===== src/rtl/hex_scan_disp.sv =====
// Multiplexed hex display driver: scans DIGITS active-low digits with a guard gap per slot.
// Loads are double-buffered and swapped in only at frame boundaries. Define HEX_SCAN_LZB_EN for leading-zero blanking.
module hex_scan_disp #(
    parameter int DIGITS      = 4,
    parameter int REFRESH_DIV = 50000,
    parameter int GUARD       = 16
) (
    input  logic                  clk,
    input  logic                  rst_btn,
    input  logic                  load,
    input  logic [4*DIGITS-1:0]   data,
    input  logic [DIGITS-1:0]     dp,
    input  logic [DIGITS-1:0]     blank,
    output logic                  pending,
    output logic [DIGITS-1:0]     anodes,
    output logic [7:0]            segments
);

    localparam int CW = (REFRESH_DIV > 1) ? $clog2(REFRESH_DIV) : 1;
    localparam int IW = (DIGITS > 1) ? $clog2(DIGITS) : 1;

    localparam logic [CW-1:0] PRESC_LAST = CW'(REFRESH_DIV - 1);
    localparam logic [CW-1:0] GUARD_END  = CW'(GUARD);
    localparam logic [IW-1:0] IDX_LAST   = IW'(DIGITS - 1);

    typedef struct packed {
        logic [4*DIGITS-1:0] data;
        logic [DIGITS-1:0]   dp;
        logic [DIGITS-1:0]   blank;
    } frame_t;

    logic [CW-1:0] presc;
    logic [IW-1:0] idx;
    logic          slot_end;
    logic          frame_end;
    logic          in_guard;

    frame_t pend_buf;
    frame_t disp;

    logic [3:0]        cur_nib;
    logic              cur_dp;
    logic              cur_blank;
    logic              cur_lz;
    logic [DIGITS-1:0] lz_blank;
    logic [7:0]        seg_next;

    function automatic logic [6:0] glyph(input logic [3:0] v);
        case (v)
            4'h0: glyph = 7'h40;
            4'h1: glyph = 7'h79;
            4'h2: glyph = 7'h24;
            4'h3: glyph = 7'h30;
            4'h4: glyph = 7'h19;
            4'h5: glyph = 7'h12;
            4'h6: glyph = 7'h02;
            4'h7: glyph = 7'h78;
            4'h8: glyph = 7'h00;
            4'h9: glyph = 7'h10;
            4'hA: glyph = 7'h08;
            4'hB: glyph = 7'h03;
            4'hC: glyph = 7'h46;
            4'hD: glyph = 7'h21;
            4'hE: glyph = 7'h06;
            default: glyph = 7'h0E;
        endcase
    endfunction

    assign slot_end  = (presc == PRESC_LAST);
    // With a single digit every slot end is also a frame end.
    assign frame_end = slot_end && (idx == IDX_LAST);
    assign in_guard  = (presc < GUARD_END);

    // NOTE: sequential state uses non-blocking assignments so all registers update together on the edge.
    always_ff @(posedge clk or negedge rst_btn) begin
        if (!rst_btn) begin
            presc <= '0;
            idx   <= '0;
        end else begin
            if (slot_end) begin
                presc <= '0;
                if (idx == IDX_LAST)
                    idx <= '0;
                else
                    idx <= idx + 1'b1;
            end else begin
                presc <= presc + 1'b1;
            end
        end
    end

    // A capture always wins over the boundary clear, so a load on the wrap cycle stays pending.
    always_ff @(posedge clk or negedge rst_btn) begin
        if (!rst_btn) begin
            pending  <= 1'b0;
            pend_buf <= '0;
            disp     <= '{data: '0, dp: '0, blank: '1};
        end else begin
            if (frame_end && pending)
                disp <= pend_buf;
            if (load) begin
                pend_buf <= '{data: data, dp: dp, blank: blank};
                pending  <= 1'b1;
            end else if (frame_end) begin
                pending <= 1'b0;
            end
        end
    end

    // NOTE: every always_comb output gets a default first so no latch is inferred.
    always_comb begin
        logic higher_zero;
        lz_blank    = '0;
        higher_zero = 1'b1;
`ifdef HEX_SCAN_LZB_EN
        for (int i = DIGITS - 1; i > 0; i--) begin
            higher_zero = higher_zero && (disp.data[4*i +: 4] == 4'h0);
            lz_blank[i] = higher_zero;
        end
`endif
    end

    always_comb begin
        cur_nib   = disp.data[4*idx +: 4];
        cur_dp    = disp.dp[idx];
        cur_blank = disp.blank[idx];
        cur_lz    = lz_blank[idx];
        seg_next  = 8'hFF;
        if (cur_blank)
            seg_next = 8'hFF;
        else if (cur_lz)
            seg_next = {~cur_dp, 7'h7F};
        else
            seg_next = {~cur_dp, glyph(cur_nib)};
    end

    always_ff @(posedge clk or negedge rst_btn) begin
        if (!rst_btn) begin
            anodes   <= '1;
            segments <= 8'hFF;
        end else if (in_guard) begin
            anodes   <= '1;
            segments <= 8'hFF;
        end else begin
            anodes   <= ~(DIGITS'(1) << idx);
            segments <= seg_next;
        end
    end

endmodule

===== config.mk =====
export PLATFORM = sky130hd
export DESIGN_NAME = hex_scan_disp
export DESIGN_NICKNAME = d
export VERILOG_FILES = /design/src/rtl/hex_scan_disp.sv
export SDC_FILE = /design/constraint.sdc
export NUM_CORES = 1
export LEC_CHECK = 0
export BUFFER_PORTS_ARGS = -buffer_cell sky130_fd_sc_hd__buf_2
export CORE_AREA = 5 5 96 98
export CTS_CLUSTER_DIAMETER = 150
export DETAILED_ROUTE_END_ITERATION = 10
export DIE_AREA = 0 0 101 103
export GPL_TIMING_DRIVEN = 1
export PLACE_DENSITY = 0.68
export SLEW_MARGIN = 10
export SYNTH_ARGS = -nofsm -noshare
export SYNTH_HDL_FRONTEND = slang
export SYNTH_SLANG_ARGS = --single-unit
export TNS_END_PERCENT = 20

===== constraint.sdc =====
create_clock -name clk -period 2.31 [get_ports clk]
set_input_delay 0.1155 -clock clk [delete_from_list [all_inputs] [get_ports clk]]
set_output_delay 0.1155 -clock clk [all_outputs]
set_load 0.01 [all_outputs]

==> qor.csv, run 1 <==
stage;metric;value;unit
outcome;outcome;complete, no violations;
drt;WL met2;2770;um
drt;DRC viols;0;
power;P per Cell Area;612;nW/um^2
finish;layout cell share with drive strength beyond 1;41.6;%
synth;sequential fraction of the synthesis area;55.4;%
setup_path;kind of critical path;reg -> reg;
finish;commonest non-fill, non-tap cell in the layout;dfrtp_1;
cts;Root Driver;clkbuf_8;
placement;Post-DP Area;3940;um^2
drt;via count;2179;
drt;total routed wirelength;6170;um
timing;Final Hold Fails;0;
timing;unrepaired setup endpoints after global routing;false;
finish;most frequent cells in the layout;63 x dfrtp_1, 38 x buf_2, 30 x mux2_2;
timing;Worst Tran Pin Value;0.947;ns
timing;Final Max Tran Viols;0;
drt;post-route antenna net violation count;0;
timing;setup_tns;0;ns
finish;Design Area, Final;4410;um^2
power;Leak;2.06;nW
synth;Synth Register Bits;79;
worst_hold_path;hold crit path type;in -> reg;
synth;Netlist cell types;37;
finish;Final Util;52.7;%
timing;top achievable clock speed;0.493;GHz
worst_hold_path;Hold Crit Depth;2;
power;Peak VDD IR;0.000309;V
cts;clk buf depth;2;
floorplanning;io pins;40;
timing;Final Cycle Share;87.8;%
placement;Setup WS pre-CTS;0.311;ns
drt;DRT iter0 DRCs;65;
cts;Clock Sinks;79;
finish;ant diodes;0;
grt;first-pass GRT wire length;10800;um
grt;gr usage total;13.4;%
floorplanning;Site Rows;34;
floorplanning;area of the core;8380;um^2
floorplanning;Initial Util;43.0;%
drt;vias per cell;4.93;
synth;Post-Syn Area;3610;um^2
floorplanning;Die X-Extent;101;um
synth;post-synth top area cell;dfrtp_1;
grt;initial antenna violation count;0;
synth;post-synthesis cell count;258;
synth;mean post-synth cell area;14.0;um^2
placement;Inst Count DP;401;
drt;wire per inst;13.9;um
drt;met3 WL post-DR;279;um
cts;Clock Latency Late Sink;0.35;ns
cts;CTS tree;yes;
setup_path;crit path from;presc[11]$_DFF_PN0_;
synth;Yosys warning count;0;
placement;dpl hpwl;4190;um
cts;H-tree Lvls;3;
cts;Setup Buffers After CTS;0;
setup_path;WP data required;2.55;ns
finish;fin cells;442;
finish;Nets;367;
timing;Setup Skew;0.00887;ns
cts;CTS clk-pin slew, worst paths;0.08;ns
power;Total Power;2.70;mW
timing;Setup WS post-layout;0.281;ns
setup_path;crit end category;register;
synth;total nets after synthesis;296;
setup_path;crit path launch type;register;
setup_path;setup slack, reg-to-reg;0.28;ns
synth;top cell type's share of synthesized area;43.7;%
timing;Setup violations, final;0;
floorplanning;die height;103;um
setup_path;reg-to-reg startpoint;presc[11]$_DFF_PN0_;
grt;number of global-route vias before repair;2285;
timing;Slew headroom;36.9;%
setup_path;Arr. time, crit path;2.27;ns
synth;synth top area cells;dfrtp_1 44%, dfstp_2 12%, mux2_2 9.4%, mux2_4 8.3%, mux4_2 4.4%;
drt;TritonRoute pass-1 iters;4;
setup_path;critical-path maximum fanout;5;
worst_hold_path;Worst Hold End;pending$_DFFE_PN0P_;
finish;area grow syn2layout;22.4;%
worst_hold_path;Hold Path Origin;load;
grt;total gr overflow;0;
cts;clock buffer count from CTS;9;
placement;Buffers on Ports;39;
timing;post-route minimum period;2.03;ns
floorplanning;total die area;10400;um^2
grt;largest net degree at the start of global routing;80;
setup_path;RR Endpoint;idx[0]$_DFFE_PN0N_;
setup_path;r2r worst-path depth;5;
placement;routability cong.;0.774;
drt;wl on met1;2960;um
drt;top layer in use;met4;
timing;Fin Hold WS;0.305;ns
job;reported max-cap violation count;0;
==> flip-flops by register name, summed over array words and instances, names as in the netlist <==
name / count
pend_buf: 24
presc: 16
pending: 1
anodes: 4
idx: 2
disp: 24
segments: 8
==> final cells by class <==
type,count,area (um^2)
Timing Repair Buffer,70,505
Fill cell,704,3970
Sequential cell,79,2000
Inverter,7,26.3
Multi-Input combinational cell,162,1530
Tap cell,108,135
Clock buffer,10,138
Clock inverter,6,83.8
==> cells by family (layout without fill, tap and decap cells) <==
group | Yosys count | after routing | share of synthesized area, %
compound gates | 17 | 17 | 3.12
buf+inv | 17 | 93 | 2.25
xor+xnor | 17 | 17 | 4.13
fa+ha+maj | 11 | 11 | 3.82
flops | 79 | 79 | 55.4
simple gates | 60 | 60 | 9.26
mux | 57 | 57 | 22.1
==> worst max-delay path, cell delays in order, from the launching register on <==
cell and delay, ns:
dfrtp_1 0.43, or4_4 0.56, nor4_4 0.22, buf_4 0.19, and3_1 0.18, mux2_2 0.34
==> power breakdown <==
| group | internal (mW) | switching [mW] |
|---|---|---|
| clock network | 0.634 | 0.489 |
| registers | 1.43 | 0.0219 |
| logic | 0.0813 | 0.0516 |
| total | 2.14 | 0.562 |
==> synth_stat cells (all sizes together) <==
cell type,n
nor4b,1
clkbuf,6
buf,4
dfrtp,63
xor2,10
mux2,50
nand2b,1
dfstp,16
xnor2,7
o31ai,1
a21oi,3
nor3b,2
or4,2
mux4,7
or2,1
and4,1
nor2,13
nand4,4
o21a,2
and3,4
inv,7
nor4,3
o211ai,4
nand3,9
nor3,3
nand2,15
o221ai,1
ha,11
o21ai,4
a31o,1
nor2b,1
a21o,1
==> how the worst max path moves through the flow <==
stage                                       end  slack, ns  cells after the start
after CTS                    idx[0]$_DFFE_PN0N_       0.28                      5
after global routing      segments[3]$_DFF_PN1_       0.18                      5
final                        idx[0]$_DFFE_PN0N_       0.28                      5
after floorplan            disp[10]$_DFFE_PN0P_       0.29                      5
after global placement       idx[0]$_DFFE_PN0N_       0.33                      5
after detailed placement     idx[0]$_DFFE_PN0N_       0.31                      5
==> routing by layer <==
layer | vias to the layer above | global-route usage (%)
met5 | - | 0
met4 | 0 | 7.36
met3 | 12 | 3.38
met2 | 44 | 20.6
met1 | 1068 | 17.4
li1 | 1055 | -
==> timing repair <==
action,CTS,global route
resized for setup,0,0
hold buffers,25,0
hold endpoints to repair,87,0
endpoints found under the setup margin,0,0
Power figures use the tool's default switching activity.
==> run 2: changes to the inputs <==
--- a/config.mk
+++ b/config.mk
@@ -5,13 +5,14 @@
 export SDC_FILE = /design/constraint.sdc
 export NUM_CORES = 1
 export LEC_CHECK = 0
+export ABC_AREA = 1
 export BUFFER_PORTS_ARGS = -buffer_cell sky130_fd_sc_hd__buf_2
-export CORE_AREA = 5 5 96 98
+export CORE_AREA = 5 5 99 101
 export CTS_CLUSTER_DIAMETER = 150
 export DETAILED_ROUTE_END_ITERATION = 10
-export DIE_AREA = 0 0 101 103
+export DIE_AREA = 0 0 104 106
 export GPL_TIMING_DRIVEN = 1
-export PLACE_DENSITY = 0.68
+export PLACE_DENSITY = 0.67
 export SLEW_MARGIN = 10
 export SYNTH_ARGS = -nofsm -noshare
 export SYNTH_HDL_FRONTEND = slang
==> run 2 against run 1 <==
Net effect: critical path depth up 5; sequential cell count unchanged; highest routed layer unchanged; area after synthesis grew 6.2%; setup slack better by 0.096 ns; design area increased by 2.7%; sequential power hardly changed.
==> qor.csv, run 2 <==
stage;metric;value;unit;change
outcome;outcome;complete, no violations;;
timing;Slew headroom;34.3;%;-2.6 points
drt;wire per inst;12.1;um;-13%
finish;area grow syn2layout;18.4;%;
timing;Setup WS post-layout;0.377;ns;+0.0962 ns
job;reported max-cap violation count;0;;unchanged
synth;synth top area cells;dfrtp_1 41%, nand2_1 20%, dfstp_2 11%, nand3_1 4.3%, nand4_1 4.1%;;
cts;clk buf depth;2;;unchanged
timing;Final Max Tran Viols;0;;unchanged
setup_path;setup slack, reg-to-reg;0.38;ns;+0.10 ns
finish;commonest non-fill, non-tap cell in the layout;nand2_1;;
power;Psw;659;uW;+17%
timing;setup_tns;0;ns;unchanged
synth;post-synth top area cell;dfrtp_1;;
synth;mean post-synth cell area;8.05;um^2;-42%
grt;first-pass GRT wire length;13900;um;+29%
finish;fill cell count;894;;+27%
setup_path;crit path launch type;register;;
synth;share of flip-flops with an asynchronous set or reset;100;%;unchanged
timing;Setup Skew;0.0139;ns;+0.00502 ns
floorplanning;io pins;40;;unchanged
finish;most frequent cells in the layout;201 x nand2_1, 63 x dfrtp_1, 41 x nor2_1;;
synth;most common cell in the netlist;nand2_1;;
drt;TritonRoute pass-1 iters;4;;unchanged
synth;number of synthesized flops with an enable pin;0;;unchanged
cts;H-tree Lvls;3;;unchanged
power;P per Cell Area;564;nW/um^2;-7.9%
timing;post-route minimum period;1.93;ns;-0.0962 ns
finish;layout cell share with drive strength beyond 1;15.9;%;-26 points
power;part of the power in the clock network;38.5;%;-3.0 points
synth;Yosys warning count;0;;unchanged
grt;largest net degree at the start of global routing;80;;unchanged
timing;top achievable clock speed;0.517;GHz;+5.0%
setup_path;WP data required;2.61;ns;+0.06 ns
timing;Final Cycle Share;83.7;%;-4.2 points
placement;Buffers on Ports;39;;unchanged
power;Total Power;2.56;mW;-5.5%
setup_path;critical-path maximum fanout;15;;+10
synth;Post-Syn Area;3830;um^2;+6.2%
power;Sw Ratio;25.8;%;+5.0 points
synth;most common library cells after synthesis;201 x nand2_1, 63 x dfrtp_1, 41 x nor2_1, 34 x inv_1, 33 x nand3_1;;
synth;post-synthesis cell count;476;;+84%
cts;CTS clk-pin slew, worst paths;0.10;ns;+0.02 ns
placement;routability cong.;0.899;;+16%
cts;clock buffer count from CTS;9;;unchanged
power;Peak VDD IR;0.000372;V;+21%
floorplanning;area of the core;8930;um^2;+6.6%
cts;CTS tree;yes;;
placement;Setup WS pre-CTS;0.414;ns;+0.103 ns
cts;Clock Latency Late Sink;0.37;ns;+0.02 ns
timing;Setup violations, final;0;;unchanged
synth;total nets after synthesis;514;;+74%
finish;Final Util;50.7;%;-1.9 points
worst_hold_path;hold crit path type;in -> reg;;
floorplanning;Initial Util;42.9;%;-0.17 points
floorplanning;Site Rows;35;;+2.9%
cts;Setup Buffers After CTS;0;;unchanged
synth;Main synth FF type;dfrtp_1;;
power;logic gate share of total power;5.0;%;about the same
power;Leak;2.41;nW;+17%
timing;unrepaired setup endpoints after global routing;false;;
grt;initial antenna violation count;0;;unchanged
drt;post-route antenna net violation count;0;;unchanged
placement;dpl hpwl;5410;um;+29%
finish;Nets;575;;+57%
drt;DRC viols;0;;unchanged
drt;DRT iter0 DRCs;133;;+100%
power;sequential share of power;56.5;%;+3.0 points
drt;vias per cell;4.79;;-2.8%
grt;total gr overflow;0;;unchanged
synth;Synth Register Bits;79;;unchanged
grt;gr usage total;15.2;%;+1.8 points
synth;Netlist cell types;28;;-24%
power;Internal;1.90;mW;-11%
timing;Worst Tran Pin Value;0.986;ns;+0.0389 ns
grt;number of global-route vias before repair;2988;;+31%
finish;biggest regs;disp: 24 flops, pend_buf: 24 flops, presc: 16 flops;;
finish;ant diodes;0;;unchanged
synth;top cell type's share of synthesized area;41.2;%;-2.5 points
floorplanning;Die X-Extent;104;um;+3.0%
floorplanning;total die area;11000;um^2;+6.0%
synth;sequential fraction of the synthesis area;52.1;%;-3.2 points
setup_path;crit end category;register;;
setup_path;kind of critical path;reg -> reg;;
drt;via count;3128;;+44%
cts;Root Driver;clkbuf_8;;
cts;Clock Sinks;79;;unchanged
floorplanning;die height;106;um;+2.9%
setup_path;Arr. time, crit path;2.23;ns;-0.04 ns
drt;total routed wirelength;7920;um;+28%
timing;Final Hold Fails;0;;unchanged
## run 2: cell count changes in the layout (fill, tap and decap cells not counted), moves of 7 or more
cell,before,now
nand2_1,15,201
mux2_2,30,0
nor2_1,13,41
inv_1,7,34
nand3_1,9,33
nand4_1,3,25
mux2_4,20,0
mux4_2,7,0
xnor2_1,7,0
## run 2: worst max-delay path, stage by stage, from the launching register on
cell and delay [ns]:
dfrtp_1 0.38, inv_1 0.35, nand2_1 0.09, nand3_1 0.12
nand2_1 0.18, inv_1 0.15, ha_1 0.25, nand3_1 0.10
nor2_1 0.10, nor2_1 0.06, nand3_1 0.07
## run 2: cell type report
class | instances | area [um^2] | share of cell area, %
flip-flops and latches | 79 | 2000 | 44.1
clock buffers | 9 | 124 | 2.73
multi-input cells | 342 | 1590 | 35.2
clock inverters | 7 | 62.6 | 1.38
repair buffers | 68 | 478 | 10.5
well taps | 111 | 139 | 3.06
inverters | 37 | 139 | 3.06
## run 2: final timing paths
kind,from,end,depth (start not counted)
worst min register to register,presc[0]$_DFF_PN0_,presc[0]$_DFF_PN0_,1
max in group asynchronous,rst_btn,presc[15]$_DFF_PN0_,2
worst max register to register,idx[0]$_DFFE_PN0N_,segments[0]$_DFF_PN1_,10
worst max-delay path,idx[0]$_DFFE_PN0N_,segments[0]$_DFF_PN1_,10
worst min-delay path,load,pend_buf[9]$_DFFE_PN0P_,3
min in group asynchronous,rst_btn,pend_buf[18]$_DFFE_PN0P_,2
## run 2: stage by stage
step	std cells	hold WS (ns)	cell area, um^2
2_1_floorplan	476	-0.180	3830
3_3_place_gp	612	0.315	4100
3_5_place_dp	612	0.320	4100
4_1_cts	653	0.159	4530
5_1_grt	653	0.174	4530
6_report	653	0.165	4530
## run 2: logic make-up after synthesis
group	synth area share [%]
simple gates	35.1
flops	52.1
buf+inv	6.24
compound gates	1.60
fa+ha+maj	3.59
xor+xnor	1.37
## run 2: timing repair
action / CTS / global route
hold endpoints to repair: 87 / 0
setup endpoints to repair: 0 / 0
hold buffers: 25 / 0
gates resized for setup: 0 / 0
## run 2: power by group through the flow
| stage | Combinational (mW) | Clock (mW) | Sequential (mW) |
|---|---|---|---|
| 6_report | 0.127 | 0.984 | 1.44 |
| 5_1_grt | 0.150 | 1.08 | 1.45 |
| 4_1_cts | 0.130 | 1.02 | 1.44 |
| 3_5_place_dp | 0.0977 | 0 | 1.47 |
| 3_3_place_gp | 0.0953 | 0 | 1.47 |
| 2_1_floorplan | 0.0429 | 0 | 1.46 |
## run 2: metal layers
layer  share of wire [%]  vias up  track usage (%)
met4                 1.6        0             5.00
li1                    -     1620                -
met3                 4.5       11             4.61
met1                  48     1429             20.1
met2                  46       68             23.9
met5                   0        -                0
